File: src/rtl/if_stage_if.sv
// IF-stage bus bundle: instruction-memory port and IF/ID register outputs.
// The master side is the fetch stage. The slave side is imem and the ID consumer.
interface if_stage_if #(
  parameter int DATA_WIDTH = 32
);
  logic [DATA_WIDTH-1:0] imem_addr;
  logic [DATA_WIDTH-1:0] imem_rdata;
  logic [DATA_WIDTH-1:0] ifid_pc;
  logic [DATA_WIDTH-1:0] ifid_pc4;
  logic [DATA_WIDTH-1:0] ifid_instr;
  logic                  ifid_valid;

  modport master (
    output imem_addr,
    input  imem_rdata,
    output ifid_pc,
    output ifid_pc4,
    output ifid_instr,
    output ifid_valid
  );

  modport slave (
    input  imem_addr,
    output imem_rdata,
    input  ifid_pc,
    input  ifid_pc4,
    input  ifid_instr,
    input  ifid_valid
  );
endinterface

File: src/rtl/if_stage.sv
// rv32i instruction-fetch stage with PC, IF/ID register and a BOOT/RUN/HALT FSM.
// Trap and redirect flush IF/ID; stall freezes the PC and IF/ID.
module if_stage #(
  parameter int                  DATA_WIDTH = 32,
  parameter logic [DATA_WIDTH-1:0] RESET_PC = '0,
  parameter logic [DATA_WIDTH-1:0] NOP_INSTR = DATA_WIDTH'(32'h0000_0013)
) (
  input  logic                  clk,
  input  logic                  rst_n,
  input  logic                  stall,
  input  logic                  redirect_en,
  input  logic [DATA_WIDTH-1:0] redirect_pc,
  input  logic                  trap_en,
  input  logic [DATA_WIDTH-1:0] trap_pc,
  input  logic                  halt_req,
  input  logic                  resume,
  if_stage_if.master            bus,
  output logic                  fetch_misalign,
  output logic [31:0]           fetch_cnt,
  output logic                  halted
);

  typedef enum logic [1:0] {
    S_BOOT,
    S_RUN,
    S_HALT
  } state_e;

  state_e                state_q, state_d;
  logic [DATA_WIDTH-1:0] pc_q, pc_d;
  logic [DATA_WIDTH-1:0] ifid_pc_q, ifid_pc_d;
  logic [DATA_WIDTH-1:0] ifid_pc4_q, ifid_pc4_d;
  logic [DATA_WIDTH-1:0] ifid_instr_q, ifid_instr_d;
  logic                  ifid_valid_q, ifid_valid_d;
  logic                  mis_q, mis_d;
  logic [31:0]           cnt_q, cnt_d;

  logic [DATA_WIDTH-1:0] tgt;
  logic [DATA_WIDTH-1:0] tgt_al;
  logic                  tgt_mis;
  logic [DATA_WIDTH-1:0] pc_plus4;

  // Trap outranks redirect, so it owns the shared target mux.
  assign tgt      = trap_en ? trap_pc : redirect_pc;
  assign tgt_al   = {tgt[DATA_WIDTH-1:2], 2'b00};
  assign tgt_mis  = |tgt[1:0];
  assign pc_plus4 = pc_q + DATA_WIDTH'(4);

  always_comb begin
    state_d      = state_q;
    pc_d         = pc_q;
    ifid_pc_d    = ifid_pc_q;
    ifid_pc4_d   = ifid_pc4_q;
    ifid_instr_d = ifid_instr_q;
    ifid_valid_d = ifid_valid_q;
    mis_d        = 1'b0;
    cnt_d        = cnt_q;

    unique case (state_q)
      S_BOOT: begin
        ifid_instr_d = NOP_INSTR;
        ifid_valid_d = 1'b0;
        state_d      = S_RUN;
      end
      S_RUN: begin
        if (trap_en || redirect_en) begin
          pc_d         = tgt_al;
          mis_d        = tgt_mis;
          ifid_instr_d = NOP_INSTR;
          ifid_valid_d = 1'b0;
        end else if (halt_req) begin
          ifid_instr_d = NOP_INSTR;
          ifid_valid_d = 1'b0;
        end else if (!stall) begin
          ifid_pc_d    = pc_q;
          ifid_pc4_d   = pc_plus4;
          ifid_instr_d = bus.imem_rdata;
          ifid_valid_d = 1'b1;
          pc_d         = pc_plus4;
          cnt_d        = cnt_q + 32'd1;
        end
        if (halt_req && !trap_en) begin
          state_d = S_HALT;
        end
      end
      S_HALT: begin
        if (trap_en) begin
          pc_d  = tgt_al;
          mis_d = tgt_mis;
        end
        if (resume) begin
          state_d = S_RUN;
        end
      end
      default: begin
        state_d = S_BOOT;
      end
    endcase
  end

  always_ff @(posedge clk or negedge rst_n) begin
    if (!rst_n) begin
      state_q      <= S_BOOT;
      pc_q         <= RESET_PC;
      ifid_pc_q    <= '0;
      ifid_pc4_q   <= '0;
      ifid_instr_q <= NOP_INSTR;
      ifid_valid_q <= 1'b0;
      mis_q        <= 1'b0;
      cnt_q        <= '0;
    end else begin
      state_q      <= state_d;
      pc_q         <= pc_d;
      ifid_pc_q    <= ifid_pc_d;
      ifid_pc4_q   <= ifid_pc4_d;
      ifid_instr_q <= ifid_instr_d;
      ifid_valid_q <= ifid_valid_d;
      mis_q        <= mis_d;
      cnt_q        <= cnt_d;
    end
  end

  assign bus.imem_addr  = pc_q;
  assign bus.ifid_pc    = ifid_pc_q;
  assign bus.ifid_pc4   = ifid_pc4_q;
  assign bus.ifid_instr = ifid_instr_q;
  assign bus.ifid_valid = ifid_valid_q;
  assign fetch_misalign = mis_q;
  assign fetch_cnt      = cnt_q;
  assign halted         = (state_q == S_HALT);

endmodule

File: src/flat_wrapper.sv
// flat-port wrapper written by rule: the top's interface ports become plain ports
module if_stage_flat 
#(
  parameter int                  DATA_WIDTH = 32,
  parameter logic [DATA_WIDTH-1:0] RESET_PC = '0,
  parameter logic [DATA_WIDTH-1:0] NOP_INSTR = DATA_WIDTH'(32'h0000_0013)
)
  (clk, rst_n, stall, redirect_en, redirect_pc, trap_en, trap_pc, halt_req, resume, fetch_misalign, fetch_cnt, halted, bus_imem_addr, bus_imem_rdata, bus_ifid_pc, bus_ifid_pc4, bus_ifid_instr, bus_ifid_valid);
  if_stage_if #(.DATA_WIDTH(DATA_WIDTH)) bus_i ();
  input  logic clk;
  input  logic rst_n;
  input  logic stall;
  input  logic redirect_en;
  input  logic [DATA_WIDTH-1:0] redirect_pc;
  input  logic trap_en;
  input  logic [DATA_WIDTH-1:0] trap_pc;
  input  logic halt_req;
  input  logic resume;
  output logic fetch_misalign;
  output logic [31:0] fetch_cnt;
  output logic halted;
  output wire logic [$bits(bus_i.imem_addr)-1:0] bus_imem_addr;
  input wire logic [$bits(bus_i.imem_rdata)-1:0] bus_imem_rdata;
  output wire logic [$bits(bus_i.ifid_pc)-1:0] bus_ifid_pc;
  output wire logic [$bits(bus_i.ifid_pc4)-1:0] bus_ifid_pc4;
  output wire logic [$bits(bus_i.ifid_instr)-1:0] bus_ifid_instr;
  output wire logic [$bits(bus_i.ifid_valid)-1:0] bus_ifid_valid;
  assign bus_imem_addr = bus_i.imem_addr;
  assign bus_i.imem_rdata = bus_imem_rdata;
  assign bus_ifid_pc = bus_i.ifid_pc;
  assign bus_ifid_pc4 = bus_i.ifid_pc4;
  assign bus_ifid_instr = bus_i.ifid_instr;
  assign bus_ifid_valid = bus_i.ifid_valid;
  if_stage #(.DATA_WIDTH(DATA_WIDTH), .RESET_PC(RESET_PC), .NOP_INSTR(NOP_INSTR)) u_core (.clk(clk), .rst_n(rst_n), .stall(stall), .redirect_en(redirect_en), .redirect_pc(redirect_pc), .trap_en(trap_en), .trap_pc(trap_pc), .halt_req(halt_req), .resume(resume), .bus(bus_i), .fetch_misalign(fetch_misalign), .fetch_cnt(fetch_cnt), .halted(halted));
endmodule
File: config.mk
export PLATFORM = sky130hd
export DESIGN_NAME = if_stage_flat
export DESIGN_NICKNAME = d
export VERILOG_FILES = /design/src/rtl/if_stage_if.sv /design/src/rtl/if_stage.sv /design/src/flat_wrapper.sv
export SDC_FILE = /design/constraint.sdc
export NUM_CORES = 1
export LEC_CHECK = 0
export ABC_AREA = 1
export CAP_MARGIN = 30
export CORE_MARGIN = 3
export CORE_UTILIZATION = 40
export DETAILED_ROUTE_END_ITERATION = 6
export GPL_ROUTABILITY_DRIVEN = 0
export GPL_TIMING_DRIVEN = 0
export HOLD_SLACK_MARGIN = 0.1
export PLACE_DENSITY = 0.71
export SLEW_MARGIN = 25
export SYNTH_ARGS = -nofsm -noshare
export SYNTH_HDL_FRONTEND = slang
export SYNTH_SLANG_ARGS = --single-unit
File: constraint.sdc
create_clock -name clk -period 3.7 [get_ports clk]
set_input_delay 0.555 -clock clk [delete_from_list [all_inputs] [get_ports clk]]
set_output_delay 0.555 -clock clk [all_outputs]
set_load 0.005 [all_outputs]
==> results summary <==
The number of distinct library cells after synthesis came out at 40. Between clock sinks in the finished design, the worst skew comes to 11.46 ps. The final-layout setup total negative slack came out at 0 ps. The maximum cell stage delay along the critical path came out at 540 ps. The number of instances in the synthesized netlist came out at 1066. The number of sinks on the clock net came out at 158. CTS built an H-tree with a depth of 4. The remaining number of nets flagged by the antenna check after routing is 0. The number of gates resized after cts came out at 0. The maximum count of clock buffers along a single path is 2.

After detailed routing, the average wire length per cell comes to 17.11 um. The cell depth of the worst min-delay path is 2. The number of antenna violations at the first check in global routing is 0.

The total setup violations reported at the end of the flow is 0. In this run the clock root is driven by a clkbuf_16. The worst-case IR drop observed on VDD is 383.8 uV. The signal on the critical path passes through inv_1 > ha_1 > clkdlybuf4s50_1. STA classifies the critical path startpoint as a flop.

The global router's overall resource usage is 25.17%. The total via count in the routed design is 8201. The DRC marker count from the first detailed-route iteration is 501. The horizontal extent of the die came out at 149.4 um. The highest achievable clock rate came out at 444.5 MHz. The actual transition at the worst max-transition pin is 756.8 ps. TritonCTS built the clock tree. Setup slack closes at 1451 ps. The min-delay analysis places its worst path in the category reg -> reg. The arrival time at the worst endpoint came out at 1690 ps. In this run the core area contains 51 standard-cell rows.

The post-synthesis area per instance is 7.720 um2. The worst register-to-register path begins at u_core.bus.imem_addr[3]. The overall power consumption came out at 7.906 mW. The critical path is of the reg -> out type. The area overhead of the layout relative to synthesis came out at 43.61%. Subtracting the final worst setup slack from the clock period gives 2249 ps.

In this run the tool buffered the top-level ports with 258 buffer cells. The placed wire-length estimate came out at 21180 um. Counting both buffers and inverters, the worst setup path holds a total of 2.

The synthesis-stage register bit count came out at 158. The fraction of synthesis flops using an asynchronous set or reset pin came out at 100.0%. The via count of the first global-routing pass is 8154.

In the finished design, the share of the clock period the worst path needs comes to 60.80%. Among all stages on the critical path, the largest delay is contributed by clkdlybuf4s50_1. After detailed routing, the number of vias per cell comes to 5.034. The final layout contains routed wiring with a total length of 27880 um. The largest fanout on the critical path came out at 4. The fraction of layout instances using a drive strength above 1 is 7.478%. The power density normalized to cell area came out at 669.0 nW/um2.

The path depth of the worst reg2reg path came out at 7. Yosys mapped a number of flops with a built-in enable equal to 0. In this run the worst setup path begins at u_core.state_q[0]. The total core area is 19850 um2. The count of pins over their slew limit came out at 0. In the synthesized netlist the dominant register cell turns out to be dfrtp_1.

The flow ran to the end, and the final reports show no timing, DRC or antenna violations. The number of design rule violations left after detail routing is 0. The clock latency at the later pin of the worst-skew pair is 430 ps. In this design, the largest share of critical-path delay is due to buffers and inverters. The data required time of the critical path came out at 3140 ps.

STA classifies the critical path endpoint as an output pin. The height of the die came out at 149.4 um. The tool flagged a number of max-cap violations equal to 0. The count of warnings emitted by yosys came out at 0. The maximum number of pins on one net before global-route repair came out at 84. The worst setup slack after placement came out at 1405 ps. The repair_antennas step left the layout with diodes totalling 0.

Summed over all cells, the static leakage comes to 5.394 nW. The aggregate global routing overflow is 0. The number of hold violations in the final report came out at 0. The post-synthesis instance area is 8229 um2. For this run, the register share of the synthesized area comes to 48.09%. The relative slew slack came out at 49.55%.

The final layout net count came out at 1459. The worst hold path begins at u_core.bus.ifid_valid. The starting utilization of the core area came out at 41.47%. The number of optimization iterations in the first detailed-route pass is 5.

Pin placement for this block handled 266 I/O pins. The full die area came out at 22330 um2. Setup repair after global routing left no endpoint under its margin. The first global-routing pass estimated 43540 um of wire. The clock transition at the registers of the reported paths came out at 70 ps. The cell count along the critical path is 3. The number of buffers created by CTS came out at 17.
==> registers in the layout, indices dropped and copies added, names as in the netlist <==
register	flops
u_core.bus.ifid_instr	32
u_core.fetch_cnt	32
u_core.bus.ifid_pc4	30
u_core.bus.ifid_pc	30
u_core.bus.imem_addr	30
u_core.state_q	2
u_core.bus.ifid_valid	1
u_core.fetch_misalign	1
==> synthesized netlist by cell type (2+ instances only) <==
| cell type | n | area share, % |
|---|---|---|
| nand2_1 | 433 | 20 |
| dfrtp_1 | 155 | 47 |
| nor2_1 | 91 | 4.2 |
| inv_1 | 60 | 2.7 |
| o21ai_0 | 52 | 3.2 |
| a21oi_1 | 48 | 2.9 |
| nand3_1 | 48 | 2.9 |
| a22o_1 | 29 | 3.1 |
| buf_2 | 19 | 1.2 |
| xor2_1 | 17 | 1.8 |
| clkbuf_1 | 12 | 0.55 |
| buf_4 | 10 | 0.91 |
| o21ai_1 | 10 | 0.61 |
| nand3b_1 | 7 | 0.64 |
| nor2_4 | 7 | 0.96 |
| xnor2_1 | 7 | 0.75 |
| nand4_1 | 6 | 0.46 |
| ha_1 | 5 | 0.76 |
| nand2_2 | 5 | 0.38 |
| nor3_1 | 5 | 0.30 |
| inv_2 | 4 | 0.18 |
| nor2_2 | 4 | 0.30 |
| buf_6 | 3 | 0.41 |
| dfstp_2 | 3 | 0.96 |
| nand2_4 | 3 | 0.41 |
| nand3_4 | 3 | 0.64 |
| o22a_1 | 3 | 0.32 |
| a22oi_1 | 2 | 0.18 |
| o211ai_1 | 2 | 0.18 |
| o21a_1 | 2 | 0.18 |
| o21ai_2 | 2 | 0.21 |
==> final cells by class <==
cell class | count | area (um2)
Fill cell | 1792 | 8028
Buffer | 45 | 252.7
Tap cell | 265 | 331.6
Multi-Input combinational cell | 802 | 3787
Clock inverter | 15 | 160.2
Timing Repair Buffer | 261 | 2653
Clock buffer | 17 | 425.4
Inverter | 66 | 250.2
Sequential cell | 158 | 3958
==> power breakdown <==
group | switching, mW | internal (mW) | leakage, nW
Sequential | 0.542 | 2.25 | 2.05
Clock | 0.766 | 1.00 | 0.273
Combinational | 1.74 | 1.60 | 3.07
Total | 3.05 | 4.86 | 5.39
==> timing repair <==
action,in CTS,in global routing
hold endpoints to repair,13,0
setup buffers,0,0
hold buffers,1,0
==> path summary, 6_finish.rpt <==
check / to / slack, ps
max in group asynchronous: u_core.bus.ifid_pc[17] / 2190
worst max register to register: u_core.bus.imem_addr[12] / 1730
min in group asynchronous: u_core.fetch_cnt[10] / 540
worst min register to register: u_core.bus.ifid_valid / 470
worst min-delay path: u_core.bus.ifid_valid / 470
worst max-delay path: halted / 1450
==> placed cells by master, fill, tap and decap left out, drive strengths merged, types with 5 or more instances in the layout <==
cell type,netlist,final
nand2,441,441
clkdlybuf4s50,0,257
dfrtp,155,155
nor2,103,103
inv,65,69
o21ai,64,64
nand3,51,51
a21oi,48,48
buf,33,36
a22o,29,29
clkbuf,12,29
xor2,17,17
xnor2,7,7
nand3b,7,7
nand4,6,6
conb,1,6
nor3,6,6
ha,5,5
clkinvlp,0,5
clkinv,1,5
==> logic make-up (layout without fill, tap and decap cells) <==
| family | count (synthesis) | in the layout | synth area share, % |
|---|---|---|---|
| adders and majority gates | 5 | 5 | 0.7602 |
| and+or+nand+nor | 614 | 614 | 31.28 |
| xor gates and xnor gates | 24 | 24 | 2.554 |
| buffers and inverters | 111 | 404 | 6.112 |
| AOI/OAI and AO/OA | 153 | 153 | 11.16 |
| other | 1 | 6 | 0.04557 |
| DFF | 158 | 158 | 48.09 |
==> stage by stage <==
| step | hold WS [ps] | instances | cell area [um2] | util [%] |
|---|---|---|---|---|
| floorplan | 259.4 | 1071 | 8248 | - |
| global placement | 456.9 | 1594 | 11160 | 56.24 |
| detailed placement | 378.4 | 1596 | 11220 | 56.55 |
| CTS | 476.2 | 1629 | 11820 | 59.55 |
| global route | 486.7 | 1629 | 11820 | 59.55 |
| finish | 472.7 | 1629 | 11820 | 59.55 |
==> worst min-delay path, stage by stage, from the launching register on <==
cell,delay [ps]
dfrtp_1,350
nand2_1,50
nand2_1,40
==> per-layer routing <==
metal  vias to the layer above  share of wire [%]  track usage, %
li1                       3986                  -               -
met5                         -                  0               0
met1                      3872                 42           32.08
met2                       297                 48           41.88
met3                        46                7.1           5.815
met4                         0                2.7           9.428
Power figures use the tool's default switching activity.
